[src/rtl/lcd1602_pkg.sv]
// lcd1602_pkg: shared definitions for the HD44780-style LCD bus receiver.
//   - command range boundaries used to decode instruction bytes
//   - space character written by the clear/fill sequence
//   - display buffer depth (two 16-character lines)
//   - receiver FSM state enum and a command classifier
package lcd1602_pkg;

    localparam int          BUF_DEPTH    = 32;
    localparam int          ADDR_W       = $clog2(BUF_DEPTH);
    localparam logic [7:0]  CHAR_SPACE   = 8'h20;

    // Lower bound of each instruction range; the highest set bit selects the range.
    localparam logic [7:0]  CMD_CLEAR    = 8'h01;
    localparam logic [7:0]  CMD_HOME_LO  = 8'h02;
    localparam logic [7:0]  CMD_ENTRY_LO = 8'h04;
    localparam logic [7:0]  CMD_DISP_LO  = 8'h08;
    localparam logic [7:0]  CMD_SHIFT_LO = 8'h10;
    localparam logic [7:0]  CMD_FUNC_LO  = 8'h20;
    localparam logic [7:0]  CMD_DDRAM_LO = 8'h80;

    typedef enum logic [1:0] {
        ST_FILL,
        ST_BUSY,
        ST_IDLE
    } lcd_state_e;

    typedef enum logic [2:0] {
        CK_CLEAR,
        CK_HOME,
        CK_ENTRY,
        CK_DISP,
        CK_SHIFT,
        CK_NONE,
        CK_DDRAM
    } cmd_kind_e;

    // Function set, CGRAM address and 0x00 fall into CK_NONE: they only pulse cmd_valid.
    function automatic cmd_kind_e cmd_kind(input logic [7:0] c);
        cmd_kind_e k;
        if (c >= CMD_DDRAM_LO)      k = CK_DDRAM;
        else if (c >= CMD_FUNC_LO)  k = CK_NONE;
        else if (c >= CMD_SHIFT_LO) k = CK_SHIFT;
        else if (c >= CMD_DISP_LO)  k = CK_DISP;
        else if (c >= CMD_ENTRY_LO) k = CK_ENTRY;
        else if (c >= CMD_HOME_LO)  k = CK_HOME;
        else if (c == CMD_CLEAR)    k = CK_CLEAR;
        else                        k = CK_NONE;
        return k;
    endfunction

endpackage

[src/rtl/lcd1602_rx_if.sv]
// lcd1602_rx_if: parallel LCD bus as seen by the receiver.
//   lcd_rs  : 0 = command, 1 = data
//   lcd_rw  : 0 = write, 1 = read
//   lcd_en  : strobe, transfer completes on its falling edge
//   lcd_dat : 8-bit bus data
// master drives the bus (host/testbench), slave observes it (receiver).
interface lcd1602_rx_if;
    logic       lcd_rs;
    logic       lcd_rw;
    logic       lcd_en;
    logic [7:0] lcd_dat;

    modport master (output lcd_rs, lcd_rw, lcd_en, lcd_dat);
    modport slave  (input  lcd_rs, lcd_rw, lcd_en, lcd_dat);
endinterface

[src/rtl/lcd_bus_sync.sv]
// lcd_bus_sync: brings the asynchronous LCD bus into the clk domain.
//   clk, rst_n     : system clock, synchronous active-low reset
//   bus            : LCD bus (slave modport)
//   xfer_stb       : one-cycle strobe on synchronised lcd_en 1->0
//   xfer_rs/rw/dat : bus fields latched while synchronised lcd_en was high
// All bus bits share one synchroniser chain so rs/rw/dat stay aligned with en.
module lcd_bus_sync #(
    parameter int SYNC_STAGES = 2
) (
    input  logic       clk,
    input  logic       rst_n,
    lcd1602_rx_if.slave bus,
    output logic       xfer_stb,
    output logic       xfer_rs,
    output logic       xfer_rw,
    output logic [7:0] xfer_dat
);

    // Packing: [10]=rw, [9]=rs, [8]=en, [7:0]=dat
    logic [SYNC_STAGES-1:0][10:0] sync_q;
    logic [10:0]                  s;
    logic                         en_s;
    logic                         en_q;

    assign s        = sync_q[SYNC_STAGES-1];
    assign en_s     = s[8];
    assign xfer_stb = en_q & ~en_s;

    always_ff @(posedge clk) begin
        if (!rst_n) begin
            sync_q   <= '0;
            en_q     <= 1'b0;
            xfer_rs  <= 1'b0;
            xfer_rw  <= 1'b0;
            xfer_dat <= 8'h00;
        end else begin
            sync_q[0] <= {bus.lcd_rw, bus.lcd_rs, bus.lcd_en, bus.lcd_dat};
            for (int i = 1; i < SYNC_STAGES; i++)
                sync_q[i] <= sync_q[i-1];
            en_q <= en_s;
            // Hold the last value seen with en high; the strobe cycle sees en low.
            if (en_s) begin
                xfer_rw  <= s[10];
                xfer_rs  <= s[9];
                xfer_dat <= s[7:0];
            end
        end
    end

endmodule

[src/rtl/lcd1602_rx.sv]
// lcd1602_rx: HD44780-style receiver with a 2x16 display buffer.
//   clk, rst_n  : system clock, synchronous active-low reset
//   bus         : LCD bus (rs, rw, en, dat), slave modport
//   rd_addr     : buffer read index (0-15 line 1, 16-31 line 2)
//   rd_char     : registered buffer byte at rd_addr
//   cmd_valid   : pulse on accepted command, cmd_code holds it
//   char_valid  : pulse on accepted data byte
//   busy        : emulated busy flag (FILL or BUSY)
//   overrun     : pulse when a write transfer arrives while busy
//   display_on  : display-control D bit
//   ddram_addr  : current buffer write index
module lcd1602_rx
    import lcd1602_pkg::*;
#(
    parameter int BUSY_CYCLES = 40,
    parameter int SYNC_STAGES = 2
) (
    input  logic              clk,
    input  logic              rst_n,
    lcd1602_rx_if.slave       bus,
    input  logic [ADDR_W-1:0] rd_addr,
    output logic [7:0]        rd_char,
    output logic              cmd_valid,
    output logic [7:0]        cmd_code,
    output logic              char_valid,
    output logic              busy,
    output logic              overrun,
    output logic              display_on,
    output logic [ADDR_W-1:0] ddram_addr
);

    localparam int CNT_W = $clog2(BUSY_CYCLES + 1);

    lcd_state_e        state, state_nx;
    logic [ADDR_W-1:0] fill_idx;
    logic [CNT_W-1:0]  busy_cnt;
    logic              inc_mode;
    logic [7:0]        mem [BUF_DEPTH];

    logic              xfer_stb, xfer_rs, xfer_rw;
    logic [7:0]        xfer_dat;
    logic              accept, is_clear, wr_en;
    logic [ADDR_W-1:0] wr_addr, addr_step;
    logic [7:0]        wr_data;

    lcd_bus_sync #(.SYNC_STAGES(SYNC_STAGES)) u_sync (
        .clk      (clk),
        .rst_n    (rst_n),
        .bus      (bus),
        .xfer_stb (xfer_stb),
        .xfer_rs  (xfer_rs),
        .xfer_rw  (xfer_rw),
        .xfer_dat (xfer_dat)
    );

    // Reads (rw=1) are invisible here: no accept, no overrun.
    assign accept    = xfer_stb & ~xfer_rw & (state == ST_IDLE);
    assign is_clear  = ~xfer_rs & (xfer_dat == CMD_CLEAR);
    // Adding all-ones is -1 modulo the buffer depth.
    assign addr_step = inc_mode ? ADDR_W'(1) : '1;
    assign busy      = (state != ST_IDLE);

    always_ff @(posedge clk) begin
        if (!rst_n) state <= ST_FILL;
        else        state <= state_nx;
    end

    always_comb begin
        state_nx = state;
        case (state)
            ST_FILL: if (fill_idx == ADDR_W'(BUF_DEPTH - 1)) state_nx = ST_BUSY;
            ST_BUSY: if (busy_cnt == '0) state_nx = ST_IDLE;
            ST_IDLE: if (accept) state_nx = is_clear ? ST_FILL : ST_BUSY;
            default: state_nx = ST_FILL;
        endcase
    end

    // Single write port: fill owns it in FILL, accepted data in IDLE.
    always_comb begin
        wr_en   = 1'b0;
        wr_addr = fill_idx;
        wr_data = CHAR_SPACE;
        if (state == ST_FILL) begin
            wr_en = 1'b1;
        end else if (accept && xfer_rs) begin
            wr_en   = 1'b1;
            wr_addr = ddram_addr;
            wr_data = xfer_dat;
        end
    end

    always_ff @(posedge clk) begin
        if (wr_en) mem[wr_addr] <= wr_data;
    end

    always_ff @(posedge clk) begin
        if (!rst_n) rd_char <= 8'h00;
        else        rd_char <= mem[rd_addr];
    end

    always_ff @(posedge clk) begin
        if (!rst_n) begin
            fill_idx   <= '0;
            busy_cnt   <= '0;
            inc_mode   <= 1'b1;
            display_on <= 1'b0;
            cmd_code   <= 8'h00;
            ddram_addr <= '0;
            cmd_valid  <= 1'b0;
            char_valid <= 1'b0;
            overrun    <= 1'b0;
        end else begin
            cmd_valid  <= 1'b0;
            char_valid <= 1'b0;
            overrun    <= 1'b0;

            if (state == ST_FILL)            fill_idx <= fill_idx + 1'b1;
            else if (accept && is_clear)     fill_idx <= '0;

            // Load on entry so BUSY lasts exactly BUSY_CYCLES cycles.
            if (state_nx == ST_BUSY && state != ST_BUSY)
                busy_cnt <= CNT_W'(BUSY_CYCLES - 1);
            else if (state == ST_BUSY)
                busy_cnt <= busy_cnt - 1'b1;

            if (xfer_stb && !xfer_rw && state != ST_IDLE) begin
                overrun <= 1'b1;
            end else if (accept && xfer_rs) begin
                char_valid <= 1'b1;
                ddram_addr <= ddram_addr + addr_step;
            end else if (accept) begin
                cmd_valid <= 1'b1;
                cmd_code  <= xfer_dat;
                case (cmd_kind(xfer_dat))
                    CK_CLEAR: begin
                        ddram_addr <= '0;
                        inc_mode   <= 1'b1;
                    end
                    CK_HOME:  ddram_addr <= '0;
                    CK_ENTRY: inc_mode   <= xfer_dat[1];
                    CK_DISP:  display_on <= xfer_dat[2];
                    CK_SHIFT: if (!xfer_dat[3])
                                  ddram_addr <= ddram_addr + (xfer_dat[2] ? ADDR_W'(1) : '1);
                    CK_DDRAM: ddram_addr <= {xfer_dat[6], xfer_dat[3:0]};
                    default:  ;
                endcase
            end
        end
    end

endmodule

[src/flat_wrapper.sv]
// flat-port wrapper written by rule: the top's interface ports become plain ports
module lcd1602_rx_flat import lcd1602_pkg::*;
#(
    parameter int BUSY_CYCLES = 40,
    parameter int SYNC_STAGES = 2
)
  (clk, rst_n, rd_addr, rd_char, cmd_valid, cmd_code, char_valid, busy, overrun, display_on, ddram_addr, bus_lcd_rs, bus_lcd_rw, bus_lcd_en, bus_lcd_dat);
  lcd1602_rx_if bus_i ();
  input  logic clk;
  input  logic rst_n;
  input  logic [ADDR_W-1:0] rd_addr;
  output logic [7:0] rd_char;
  output logic cmd_valid;
  output logic [7:0] cmd_code;
  output logic char_valid;
  output logic busy;
  output logic overrun;
  output logic display_on;
  output logic [ADDR_W-1:0] ddram_addr;
  input wire logic [$bits(bus_i.lcd_rs)-1:0] bus_lcd_rs;
  input wire logic [$bits(bus_i.lcd_rw)-1:0] bus_lcd_rw;
  input wire logic [$bits(bus_i.lcd_en)-1:0] bus_lcd_en;
  input wire logic [$bits(bus_i.lcd_dat)-1:0] bus_lcd_dat;
  assign bus_i.lcd_rs = bus_lcd_rs;
  assign bus_i.lcd_rw = bus_lcd_rw;
  assign bus_i.lcd_en = bus_lcd_en;
  assign bus_i.lcd_dat = bus_lcd_dat;
  lcd1602_rx #(.BUSY_CYCLES(BUSY_CYCLES), .SYNC_STAGES(SYNC_STAGES)) u_core (.clk(clk), .rst_n(rst_n), .bus(bus_i), .rd_addr(rd_addr), .rd_char(rd_char), .cmd_valid(cmd_valid), .cmd_code(cmd_code), .char_valid(char_valid), .busy(busy), .overrun(overrun), .display_on(display_on), .ddram_addr(ddram_addr));
endmodule
[config.mk]
export PLATFORM = sky130hd
export DESIGN_NAME = lcd1602_rx_flat
export DESIGN_NICKNAME = d
export VERILOG_FILES = /design/src/rtl/lcd1602_pkg.sv /design/src/rtl/lcd1602_rx_if.sv /design/src/rtl/lcd_bus_sync.sv /design/src/rtl/lcd1602_rx.sv /design/src/flat_wrapper.sv
export SDC_FILE = /design/constraint.sdc
export NUM_CORES = 1
export LEC_CHECK = 0
export ABC_CLOCK_PERIOD_IN_PS = 2600
export CAP_MARGIN = 20
export CELL_PAD_IN_SITES_DETAIL_PLACEMENT = 1
export CELL_PAD_IN_SITES_GLOBAL_PLACEMENT = 2
export CORE_MARGIN = 5
export CORE_UTILIZATION = 48
export CTS_BUF_LIST = sky130_fd_sc_hd__clkbuf_2
export DETAILED_ROUTE_END_ITERATION = 16
export GPL_TIMING_DRIVEN = 0
export PLACE_DENSITY_LB_ADDON = 0.3
export SYNTH_ARGS = -nofsm -noshare
export SYNTH_HDL_FRONTEND = slang
export SYNTH_SLANG_ARGS = --single-unit
[constraint.sdc]
create_clock -name clk -period 2.6 [get_ports clk]
set_clock_uncertainty 0.1 [all_clocks]
set_input_delay 0.52 -clock clk [delete_from_list [all_inputs] [get_ports clk]]
set_output_delay 0.52 -clock clk [all_outputs]
set_load 0.005 [all_outputs]
; ---- Yosys cells after proc, flatten, opt, wreduce, memory -nomap -nowiden
; Memory sizes are Yosys's and may differ from the RTL's. A register that Yosys moved wholly into a read port is not among the register bits.
; Cells that the tools add are included.
[word_totals]
regBits = 64
latchBits = 0
ramBits = 256
romBits = 0
wordCells = 111
mem_count = 1
[mem_list]
columns = name, words, word_bits, rd, rd_clocked_by_memory_dff, write_ports, line_no
row1 = u_core.mem, 32, 8, 1, 1, 1, lcd1602_rx.sv:38  ; logic [7:0] mem [BUF_DEPTH];
[classes]
n_addsub = 4
n_mul = 0
n_div = 0
magnitude_cmp = 6
eq_ne = 13
n_shift = 0
mux = 37
bitwise = 10
reduce_logical = 23
[ops]
columns = operator, n
row1 = $mux W5, 9
row2 = $mux W3, 11
row3 = $mux W8, 2
row4 = $pmux W5 S3, 1
row5 = $mux W6, 2
row6 = $reduce_and A4 Y1, 3
row7 = $add A5 B5 Y5, 2
row8 = $eq A8 B1 Y1 const B, 1
row9 = $ge A8 B2 Y1 const B, 1
row10 = $ge A8 B3 Y1 const B, 1
row11 = $ge A8 B4 Y1 const B, 1
row12 = $ge A8 B5 Y1 const B, 1
row13 = $ge A8 B6 Y1 const B, 1
row14 = $ge A8 B8 Y1 const B, 1
row15 = $reduce_bool A2 Y1, 4
row16 = $mux W1, 7
row17 = $eq A3 B2 Y1 const B, 2
row18 = $eq A3 B3 Y1 const B, 2
row19 = $logic_not A6 Y1, 1
row20 = $mux W2, 3
row21 = $not A1 Y1, 6
row22 = $pmux W2 S3, 1
row23 = $reduce_or A2 Y1, 3
row24 = $sub A6 B1 Y6 const B, 1
row25 = 17 further kinds, 26

; ---- Depth between registers and ports, before layout
; Gate-level depths: netlist of run 1.
[depth]
depth_word = 17
depth_mapped = 8

; ---- Hierarchy
; From an unflattened synthesis of run 1, not the netlist that was laid out.
[unflattened]
hier_cells = 749
hier_area_um2 = 13122.6
[by_module_without_submodules]
columns = module, n_inst, cells_each, area_per_inst_um2, seq_area_each_um2
row1 = lcd1602_rx, 1, 668, 12122.9, 8468.1
row2 = lcd_bus_sync, 1, 81, 999.7, 660.6

; ---- Least setup slack after synthesis of run 1
; OpenSTA, ideal clock, no wires.
[synth_path]
kind = reg-to-reg
start = register u_core.state[1]
end = memory u_core.mem[0][2], data pin
setup_ps = 351
arrival_time_ps = 1960
required_ps = 2149
path_slack_ps = 189
stages_incl_launch_ff = 6
n_path_buf = 2
synth_period_minus_slack_ps = 2411
path_cell_list = dfxtp_1 > nor2b_1 > nand3_1 > clkbuf_1 > clkbuf_1 > nor2_1
[synth_via]
elab_chain_cells = 5
word_cells_on_any_way = 6
cone_classes = eq/ne: 1 / mux: 2 / bitwise: 1 / reduce/logical: 2
[synth_rtl]
columns = item, line_no
row1 = from (decl), lcd1602_rx.sv:34  ; lcd_state_e state, state_nx;
row2 = from (signal assigned), lcd1602_rx.sv:65  ; else state <= state_nx;
row3 = $eq A2 B2 Y1, lcd1602_rx.sv:57  ; assign accept = xfer_stb & ~xfer_rw & (state == ST_IDLE);
row4 = $and A1 B1 Y1, lcd1602_rx.sv:57
row5 = $logic_and A1 B1 Y1, lcd1602_rx.sv:85  ; end else if (accept && xfer_rs) begin
row6 = $mux W8, lcd1602_rx.sv:85
row7 = $mux W8 (*), lcd1602_rx.sv:83  ; if (state == ST_FILL) begin
row8 = named net u_core.wr_data[2], lcd1602_rx.sv:44  ; logic [7:0] wr_data;
row9 = to (decl), lcd1602_rx.sv:38
; The timed path passes the listed nets; every way through them passes the cells marked *.

; ---- Final worst setup path of run 1
[layout_path]
start = register u_core.u_sync.sync_q (netlist bit u_core.u_sync.s[8])
end = memory u_core.mem[30][3] (enable)
[layout_via]
elab_chain_cells = 9
word_cells_on_any_way = 11
cone_classes = mux: 6 / bitwise: 4 / reduce/logical: 1
[layout_rtl]
columns = item, line_no
row1 = from (decl), lcd_bus_sync.sv:20  ; logic [SYNC_STAGES-1:0][10:0] sync_q;
row2 = "from (signal, indexed assignment)", lcd_bus_sync.sv:39  ; sync_q[i] <= sync_q[i-1];
row3 = $not A1 Y1 (*), lcd_bus_sync.sv:27  ; assign xfer_stb = en_q & ~en_s;
row4 = $and A1 B1 Y1 (*), lcd_bus_sync.sv:27
row5 = $and A1 B1 Y1 (*) (2 in a row), lcd1602_rx.sv:57
row6 = $logic_and A1 B1 Y1 (*), lcd1602_rx.sv:85
row7 = $mux W1, lcd1602_rx.sv:85
row8 = $mux W1, lcd1602_rx.sv:83
row9 = $mux W1, lcd1602_rx.sv:93  ; if (wr_en) mem[wr_addr] <= wr_data;
row10 = $mux W1 (implied by the code), lcd1602_rx.sv:93
; Mark *: on every way between the ends. The rest lies on a longest branch, timed or not.

==> results of run 1 <==
## what timing repair did
item | 4_1_cts | 5_1_grt
pin swaps | 3 | 13
hold buffers | 1 | 0
resized for setup | 68 | 39
setup buffers | 6 | 11
endpoints found under the hold margin | 8 | 0
endpoints found under the setup margin | 436 | 387
## final cells by class
class / instances / area share
well taps: 341 / 0.0276
diodes: 1 / 0.000162
repair buffers: 60 / 0.0486
clock inverters: 29 / 0.0133
inverters: 20 / 0.00486
flip-flops and latches: 328 / 0.591
clock buffers: 127 / 0.0411
plain buffers: 36 / 0.0159
multi-input cells: 360 / 0.257
## Yosys cell counts, drive strengths merged, types with 2 or more instances
| cell | count |
|---|---|
| edfxtp | 256 |
| dfxtp | 72 |
| mux4 | 72 |
| nor2 | 70 |
| and2 | 29 |
| mux2i | 28 |
| buf | 24 |
| inv | 20 |
| nand2 | 18 |
| a21oi | 13 |
| clkbuf | 13 |
| nor3 | 13 |
| a221oi | 10 |
| ha | 10 |
| xnor2 | 8 |
| a31oi | 7 |
| nor2b | 7 |
| o221ai | 7 |
| nand2b | 6 |
| nand3 | 6 |
| o21ai | 6 |
| nor4 | 5 |
| a211oi | 4 |
| a21o | 3 |
| and3 | 3 |
| o211ai | 3 |
| o32ai | 3 |
| fa | 2 |
| nor3b | 2 |
| nor4b | 2 |
| o31ai | 2 |
| xor2 | 2 |
## registers in the layout (all words and copies together), names as in the netlist
name	count
u_core.busy_cnt	6
u_core.char_valid	1
u_core.cmd_code	8
u_core.cmd_valid	1
u_core.ddram_addr	5
u_core.display_on	1
u_core.fill_idx	5
u_core.inc_mode	1
u_core.mem	256
u_core.overrun	1
u_core.rd_char	8
u_core.state	2
u_core.u_sync.en_q	1
u_core.u_sync.s	11
u_core.u_sync.sync_q	11
u_core.u_sync.xfer_dat	8
u_core.u_sync.xfer_rs	1
u_core.u_sync.xfer_rw	1
## power by group through the flow
stage / clock, mW / combinational [mW] / sequential [mW]
2_1_floorplan: 0 / 0.248 / 5.79
3_3_place_gp: 0 / 0.377 / 5.79
3_5_place_dp: 0 / 0.390 / 5.80
4_1_cts: 3.84 / 0.419 / 5.67
5_1_grt: 4.18 / 0.478 / 5.68
6_report: 3.73 / 0.450 / 5.67
## cell usage in the layout, fill, tap and decap left out, types with 16 or more instances in the layout
master           netlist  routed
edfxtp_1             256     256
mux2i_1               28      28
dfxtp_1               72      67
nor2_4                 0      29
inv_1                 19      19
clkinv_1               0      16
nor2_1                69      36
and2_1                29      23
clkdlybuf4s50_1        0      37
mux4_2                51      51
mux4_1                21      21
clkbuf_2               1     131
nand2_1               18      18
## layer usage
layer / GRT usage / share of wire
met5: 0 / 0
met4: 0.0638 / 0.024
met3: 0.0513 / 0.052
met2: 0.356 / 0.51
met1: 0.259 / 0.41
## cells by family after synthesis
| family | Yosys count |
|---|---|
| XOR/XNOR | 10 |
| buffers and inverters | 57 |
| multiplexers | 100 |
| flip-flops | 328 |
| AO/OA/AOI/OAI | 69 |
| adder cells (fa/ha/maj) | 12 |
| AND/OR/NAND/NOR | 169 |
## worst paths after layout
kind / end / slack (ps)
worst max-delay path: u_core.mem[30][3] / -9
worst min-delay path: u_core.u_sync.sync_q[3] / 130
worst max register to register: u_core.mem[30][3] / -9
worst min register to register: u_core.u_sync.s[10] / 330
## stage by stage
stage / hold WS (ps) / cell area, um2 / worst slack [ps] / std cells
global route: 35.2 / 15500 / -84.4 / 1302
finish: 132 / 15500 / -8.57 / 1302
CTS: 66.9 / 15100 / -451 / 1291
floorplan: 312 / 13000 / 189 / 745
detailed placement: 323 / 14000 / -579 / 1128
global placement: 316 / 13900 / -892 / 1124
==> impl_metrics.tcl, run 1 <==
set metrics [dict create \
    ys_types 63 \
    synth.area.mux_share 0.152 \
    area_growth_pct 18.5 \
    hold_viol_final 0 \
    grt_pass1_wl_um 48000 \
    drive_gt1_frac 0.320 \
    async_flop_share 0 \
    netlist_instances 745 \
    synth_ff_type "edfxtp_1" \
    setup.worst_path.start "u_core.u_sync.s[8]" \
    drt_iter0_drc 422 \
    timing.rr.start "u_core.u_sync.s[8]" \
    pin_count 44 \
    endpoint_kind "register" \
    htree_num_levels 3 \
    avgSynthCellArea_um2 17.5 \
    max_stage_delay_ps 520 \
    min_from "bus_lcd_dat[3]" \
    die_area_um2 30600 \
    power_frac_clock 0.379 \
    drtPass1Iterations 4 \
    cap_violations 0 \
    synth_top_family_by_area "multiplexers" \
    synth-xor-area-share 0.00671 \
    reg2regPathDepth 5 \
    first_global_vias 8295 \
    power_frac_seq 0.576 \
    netlist_area_um2 13000 \
    wire_per_inst_um 24.2 \
    clk_path_buf_depth 3 \
    wl_um 31500 \
    grt.overflow.total 0 \
    antenna_left 0 \
    place_congestion 0.804 \
    core_area_um2 26900 \
    grt_max_degree 33 \
    rows 60 \
    synth_seq_area_share 0.700 \
    status "finished, violations left" \
    power.switching_mw 2.40 \
    required_ps 3010 \
    slew_headroom 0.185 \
    setup_ws_ps -8.57 \
    violations "negative setup slack" \
    clk_latency_ps 930 \
    cts_sinks 328 \
    fmax_mhz 383 \
    fill_cells 2546 \
    cts_tree "done" \
    drv_slew 0 \
    cts-root-buf "clkbuf_2" \
    drc 0 \
    path_buf_inv 0 \
    p_per_area_nw_per_um2 637 \
    start_util 0.485 \
    p_leak_nw 4.89 \
    crit_type "register to register" \
    power_frac_comb 0.046 \
    grtUsageTotal 0.206 \
    syn_nets 775 \
    synthAdderAreaFrac 0.0127 \
    die_w_um 175 \
    die_y_um 175 \
    dr_total_vias 7398 \
    layout.nets 920 \
    cp_num_cells 5 \
    yosys-top-cells-area "edfxtp_1 (59%), dfxtp_1 (11%), mux4_2 (8.8%)" \
    worst_pin_slew_ps 1220 \
    yosys_warnings 0 \
    vias_per_cell 5.68 \
    cp-start-kind "register" \
    critPathTopFamily "simple AND/OR/NAND/NOR gates" \
    synth_top_area_cell "edfxtp_1" \
    total_power_mw 9.85 \
    hp-class "input pin to register" \
    crit_chain "nor3b_1 > nand3_1 > nor2_1 > a21oi_2 > nor2_2" \
    ys_seq_elements 328 \
    setup_viol 2 \
    synth_edf_count 256 \
    synth-simple-area-share 0.0642 \
    fin_crit_ps 2610 \
    utilization 0.575 \
    internal_power_mw 7.45 \
    crit_fanout 8 \
    synth_top_cell_area_share 0.589 \
    fin_crit_sh 1.00 \
    tns_ps -9.42 \
    arrival_ps 3010 \
    antenna_found_initial 1 \
    multi_input_area_um2 3970 \
    numCtsBuffers 84 \
    min_path_cells 2 \
    clk_pin_slew_ps 100 \
    seq_area_um2 9140 \
    dp_hpwl_um 20000 \
    max-vdd-ir-drop_uv 243 \
    portBuffers 38 \
    synth_compound_area_frac 0.0403 \
    cp_slowest_cell "nor2_2" \
    sw_frac_of_total 0.243 \
]
No activity file was read; power rests on OpenSTA's default activity.
==> run 2, diff against run 1 <==
--- a/config.mk
+++ b/config.mk
@@ -9,7 +9,6 @@
 export CAP_MARGIN = 20
 export CELL_PAD_IN_SITES_DETAIL_PLACEMENT = 1
 export CELL_PAD_IN_SITES_GLOBAL_PLACEMENT = 2
-export CORE_MARGIN = 5
 export CORE_UTILIZATION = 48
 export CTS_BUF_LIST = sky130_fd_sc_hd__clkbuf_2
 export DETAILED_ROUTE_END_ITERATION = 16
==> run 2 against run 1 <==
  * The flow now finishes without violations
  * Critical path depth shrank 4
  * Flip-flop and latch count is the same
  * Worst setup slack gained 63 ps
  * Final cell count shrank 2.8%
  * Critical endpoint is now ddram_addr[3]
  * Largest cell class unchanged
  * Highest routed layer unchanged
==> impl_metrics.tcl, run 2 (synthesis gave the netlist of run 1 again) <==
set metrics [dict create \
    drtPass1Iterations 6 \
    first_global_vias 7774 \
    clk_path_buf_depth 3 \
    cts_tree "done" \
    crit_chain "clkdlybuf4s50_1" \
    grt_pass1_wl_um 45200 \
    hp-class "input pin to register" \
    reg2reg_slack_ps 130 \
    clk_pin_slew_ps 110 \
    setup_viol 0 \
    grt_max_degree 33 \
    drv_slew 0 \
    arrival_ps 1930 \
    holdWs_ps 130 \
    reg2regPathDepth 4 \
    htree_num_levels 3 \
    cts_sinks 328 \
    antenna_left 0 \
    start_util 0.495 \
    dp_hpwl_um 19100 \
    timing.rr.start "u_core.ddram_addr[0]" \
    vias_per_cell 5.66 \
    min_to "u_core.u_sync.sync_q[7]" \
    p_per_area_nw_per_um2 632 \
    drc 0 \
    critPathTopFamily "buffers and inverters" \
    die_w_um 167 \
    crit_type "register to primary output" \
    endpoint_kind "primary output" \
    fin_crit_ps 2550 \
    critical_path.reg2reg.endpoint "u_core.mem[24][6]" \
    final_cell_mix "edfxtp_1 (256), clkbuf_2 (114), dfxtp_1 (67)" \
    die_area_um2 27800 \
    crit_fanout 10 \
    max-vdd-ir-drop_uv 268 \
    required_ps 1980 \
    wl_um 29200 \
    numCtsBuffers 80 \
    drt_iter0_drc 417 \
    grtUsageTotal 0.219 \
    multi_input_area_um2 3910 \
    seq_area_um2 9140 \
    rows 59 \
    slew_headroom 0.280 \
    min_path_cells 2 \
    place_congestion 0.858 \
    cts-root-buf "clkbuf_2" \
    fin_area_um2 15000 \
    drive_gt1_frac 0.294 \
    area_growth_pct 15.0 \
    pin_count 44 \
    hold_viol_final 0 \
    core_area_um2 26400 \
    grt.overflow.total 0 \
    final_common_cell "edfxtp_1" \
    fill_cells 2445 \
    layout.nets 903 \
    largest_reg_flops 256 \
    portBuffers 38 \
    min_from "bus_lcd_dat[7]" \
    wire_per_inst_um 23.1 \
    cp-start-kind "register" \
    dpl_cell_area_um2 13900 \
    path_buf_inv 1 \
    worst_pin_slew_ps 1080 \
    cp_slowest_cell "clkdlybuf4s50_1" \
    status "finished clean" \
    max_stage_delay_ps 560 \
    clk_latency_ps 870 \
    utilization 0.569 \
    dr_total_vias 7164 \
    die_y_um 167 \
    antenna_found_initial 1 \
    fmax_mhz 393 \
    p_leak_nw 4.68 \
    top_register "u_core.mem" \
    cap_violations 0 \
    fin_crit_sh 0.979 \
]
[run 2: stage by stage]
stage	std cells	setup TNS (ps)	total power, mW	setup WS [ps]
floorplan	745	0	6.03	189
finish	1266	0	9.48	54.5
CTS	1261	-11970	9.60	-261
global route	1266	-29.4	9.85	-7.30
detailed placement	1119	-194410	6.17	-593
global placement	1118	-136960	6.16	-931
[run 2: layout make-up]
type,count,area share
Antenna cell,1,0.000167
Clock buffer,110,0.0367
Tap cell,335,0.0279
Buffer,36,0.0163
Sequential cell,328,0.609
Multi-Input combinational cell,360,0.260
Inverter,20,0.00500
Clock inverter,29,0.0124
Timing Repair Buffer,47,0.0321
[run 2: per-layer routing]
layer  global-route usage  part of all wire  routed length (um)
met3               0.0421             0.055                1620
met5                    0                 0                   0
met2                0.368              0.50               14700
met4               0.0870             0.025                 729
met1                0.281              0.42               12200
[run 2: what timing repair did]
item,CTS,global route
setup buffers,3,3
pin swaps,2,2
endpoints found under the setup margin,514,474
gates resized for setup,76,17
hold endpoints to repair,8,0
hold buffers,1,0
[run 2: worst max-delay path by stage]
stage	from	to	slack [ps]	depth (start not counted)
after floorplan	u_core.state[1]	u_core.mem[0][2]	190	5
after CTS	u_core.u_sync.s[8]	u_core.mem[7][0]	-260	6
final	u_core.ddram_addr[3]	ddram_addr[3]	50	1
after global routing	u_core.u_sync.s[8]	u_core.mem[18][7]	-7	6
after global placement	u_core.state[1]	u_core.mem[0][2]	-930	5
after detailed placement	u_core.state[1]	u_core.mem[18][1]	-590	5
[run 2: power breakdown]
group	switching (mW)	leakage, nW	total [mW]	internal (mW)
Combinational	0.237	1.54	0.415	0.179
Clock	2.03	0.549	3.39	1.36
Sequential	0.0248	2.59	5.67	5.65
==> run 3, diff against run 2 <==
--- a/config.mk
+++ b/config.mk
@@ -5,12 +5,13 @@
 export SDC_FILE = /design/constraint.sdc
 export NUM_CORES = 1
 export LEC_CHECK = 0
-export ABC_CLOCK_PERIOD_IN_PS = 2600
+export ABC_CLOCK_PERIOD_IN_PS = 2780
 export CAP_MARGIN = 20
 export CELL_PAD_IN_SITES_DETAIL_PLACEMENT = 1
 export CELL_PAD_IN_SITES_GLOBAL_PLACEMENT = 2
 export CORE_UTILIZATION = 48
 export CTS_BUF_LIST = sky130_fd_sc_hd__clkbuf_2
+export CTS_CLUSTER_SIZE = 14
 export DETAILED_ROUTE_END_ITERATION = 16
 export GPL_TIMING_DRIVEN = 0
 export PLACE_DENSITY_LB_ADDON = 0.3
==> constraint.sdc (replaced) <==
create_clock -name clk -period 2.78 [get_ports clk]
set_clock_uncertainty 0.1 [all_clocks]
set_input_delay 0.556 -clock clk [delete_from_list [all_inputs] [get_ports clk]]
set_output_delay 0.556 -clock clk [all_outputs]
set_load 0.005 [all_outputs]
==> run 3 against run 2 <==
  * Via count increased by 0.77%
  * Combinational power decreased by 8.2%
  * Final cell count about the same
  * Final area decreased by 0.93%
  * Clock-buffer cell count unchanged
  * Worst hold slack improved by 64 ps
  * Worst setup slack improved by 81 ps
  * Register-to-register slack about the same
  * Largest cell class unchanged
==> impl_metrics.tcl, run 3 (synthesis gave the netlist of run 1 again) <==
set metrics [dict create \
    numCtsBuffers 80 \
    setup_ws_ps 135 \
    layout.nets 904 \
    min_to "u_core.u_sync.sync_q[7]" \
    fmax_mhz 378 \
    dp_hpwl_um 19100 \
    die_w_um 167 \
    final_cell_mix "edfxtp_1 (256), clkbuf_2 (113), dfxtp_1 (70)" \
    core_area_um2 26400 \
    cts_tree "done" \
    clk_latency_ps 840 \
    fin_crit_ps 2640 \
    worst_pin_slew_ps 983 \
    die_y_um 167 \
    utilization 0.564 \
    rsz0062_at_grt "true" \
    reg2regPathDepth 7 \
    fill_cells 2456 \
    crit_type "register to register" \
    start_util 0.495 \
    portBuffers 38 \
    top_register "u_core.mem" \
    antenna_found_initial 1 \
    setup_viol 0 \
    critical_path.reg2reg.endpoint "u_core.mem[21][1]" \
    hp-class "input pin to register" \
    die_area_um2 27800 \
    clk_path_buf_depth 3 \
    first_global_vias 7710 \
    max-vdd-ir-drop_uv 246 \
    tns_ps 0 \
    dr_total_vias 7219 \
    pin_count 44 \
    required_ps 3250 \
    status "finished clean" \
    area_growth_pct 13.9 \
    fin_crit_sh 0.951 \
    cp-start-kind "register" \
    endpoint_kind "register" \
    vias_per_cell 5.70 \
    wire_per_inst_um 23.1 \
    htree_num_levels 3 \
    crit_fanout 10 \
    p_leak_nw 4.66 \
    cap_violations 0 \
    min_path_cells 2 \
    final_common_cell "edfxtp_1" \
    reg2reg_slack_ps 140 \
    antenna_left 0 \
    place_congestion 0.858 \
    drtPass1Iterations 7 \
    largest_reg_flops 256 \
    wl_um 29200 \
    drv_slew 0 \
    p_per_area_nw_per_um2 596 \
    timing.rr.start "u_core.u_sync.s[8]" \
    drc 0 \
    stdcell_count 1267 \
    cts_sinks 328 \
    dp.cells 1119 \
    arrival_ps 3120 \
    grt.overflow.total 0 \
    dp_slack_ps -413 \
    slew_headroom 0.335 \
    grtUsageTotal 0.217 \
    grt_max_degree 33 \
    cts-root-buf "clkbuf_2" \
    grt_pass1_wl_um 44900 \
    rows 59 \
    hold_viol_final 0 \
    clk_pin_slew_ps 100 \
    drive_gt1_frac 0.281 \
    min_from "bus_lcd_dat[7]" \
    drt_iter0_drc 489 \
]
-- run 3: worst max-delay path, stage by stage, from the launching register on --
cell and delay, ps:
dfxtp_1 370, nor3b_2 260, nand3_1 170, clkbuf_1 250, clkbuf_2 290, a31oi_1 620
nor2_2 100, buf_4 210
-- run 3: power breakdown --
group | switching (mW) | total [mW] | internal, mW
Clock | 1.90 | 3.17 | 1.27
Combinational | 0.214 | 0.381 | 0.167
Sequential | 0.0231 | 5.31 | 5.28
-- run 3: layout make-up --
cell class | count | area, um2 | share of cell area
clock inverter | 29 | 186 | 0.0125
inverter | 20 | 75.1 | 0.00505
antenna | 1 | 2.50 | 0.000168
multi-input combinational | 360 | 3790 | 0.255
buffer | 37 | 248 | 0.0167
sequential | 328 | 9130 | 0.614
timing repair buffer | 47 | 458 | 0.0308
clock buffer | 110 | 551 | 0.0370
tap | 335 | 419 | 0.0282
-- run 3: how the worst max path moves through the flow --
stage	from	end	slack (ps)	cells after the start
detailed placement	u_core.state[1]	u_core.mem[18][1]	-410	5
floorplan	u_core.state[1]	u_core.mem[0][2]	370	5
global placement	u_core.state[1]	u_core.mem[0][2]	-750	5
CTS	u_core.u_sync.s[8]	u_core.mem[13][5]	-230	6
global route	u_core.u_sync.s[8]	u_core.mem[21][7]	-70	7
finish	u_core.u_sync.s[8]	u_core.mem[21][1]	140	7
-- run 3: what timing repair did --
item | CTS | global route
endpoints found under the hold margin | 8 | 0
hold buffers | 1 | 0
gates resized for setup | 32 | 32
pin swaps | 0 | 5
setup endpoints to repair | 449 | 333
setup buffers | 0 | 4
-- run 3: metrics by stage --
stage / total power, mW / hold slack, ps / cell area, um2
after global placement: 5.76 / 316 / 13800
after floorplan: 5.64 / 312 / 13000
after CTS: 8.96 / 99.2 / 14700
final: 8.86 / 194 / 14900
after global routing: 9.21 / 138 / 14900
after detailed placement: 5.77 / 322 / 13900
-- run 3: metal layers --
layer | share of wire | up-vias | GRT usage
met5 | 0 | - | 0
met4 | 0.025 | 0 | 0.0882
met3 | 0.052 | 49 | 0.0397
met2 | 0.50 | 243 | 0.363
met1 | 0.42 | 3677 | 0.282
li1 | - | 3250 | -
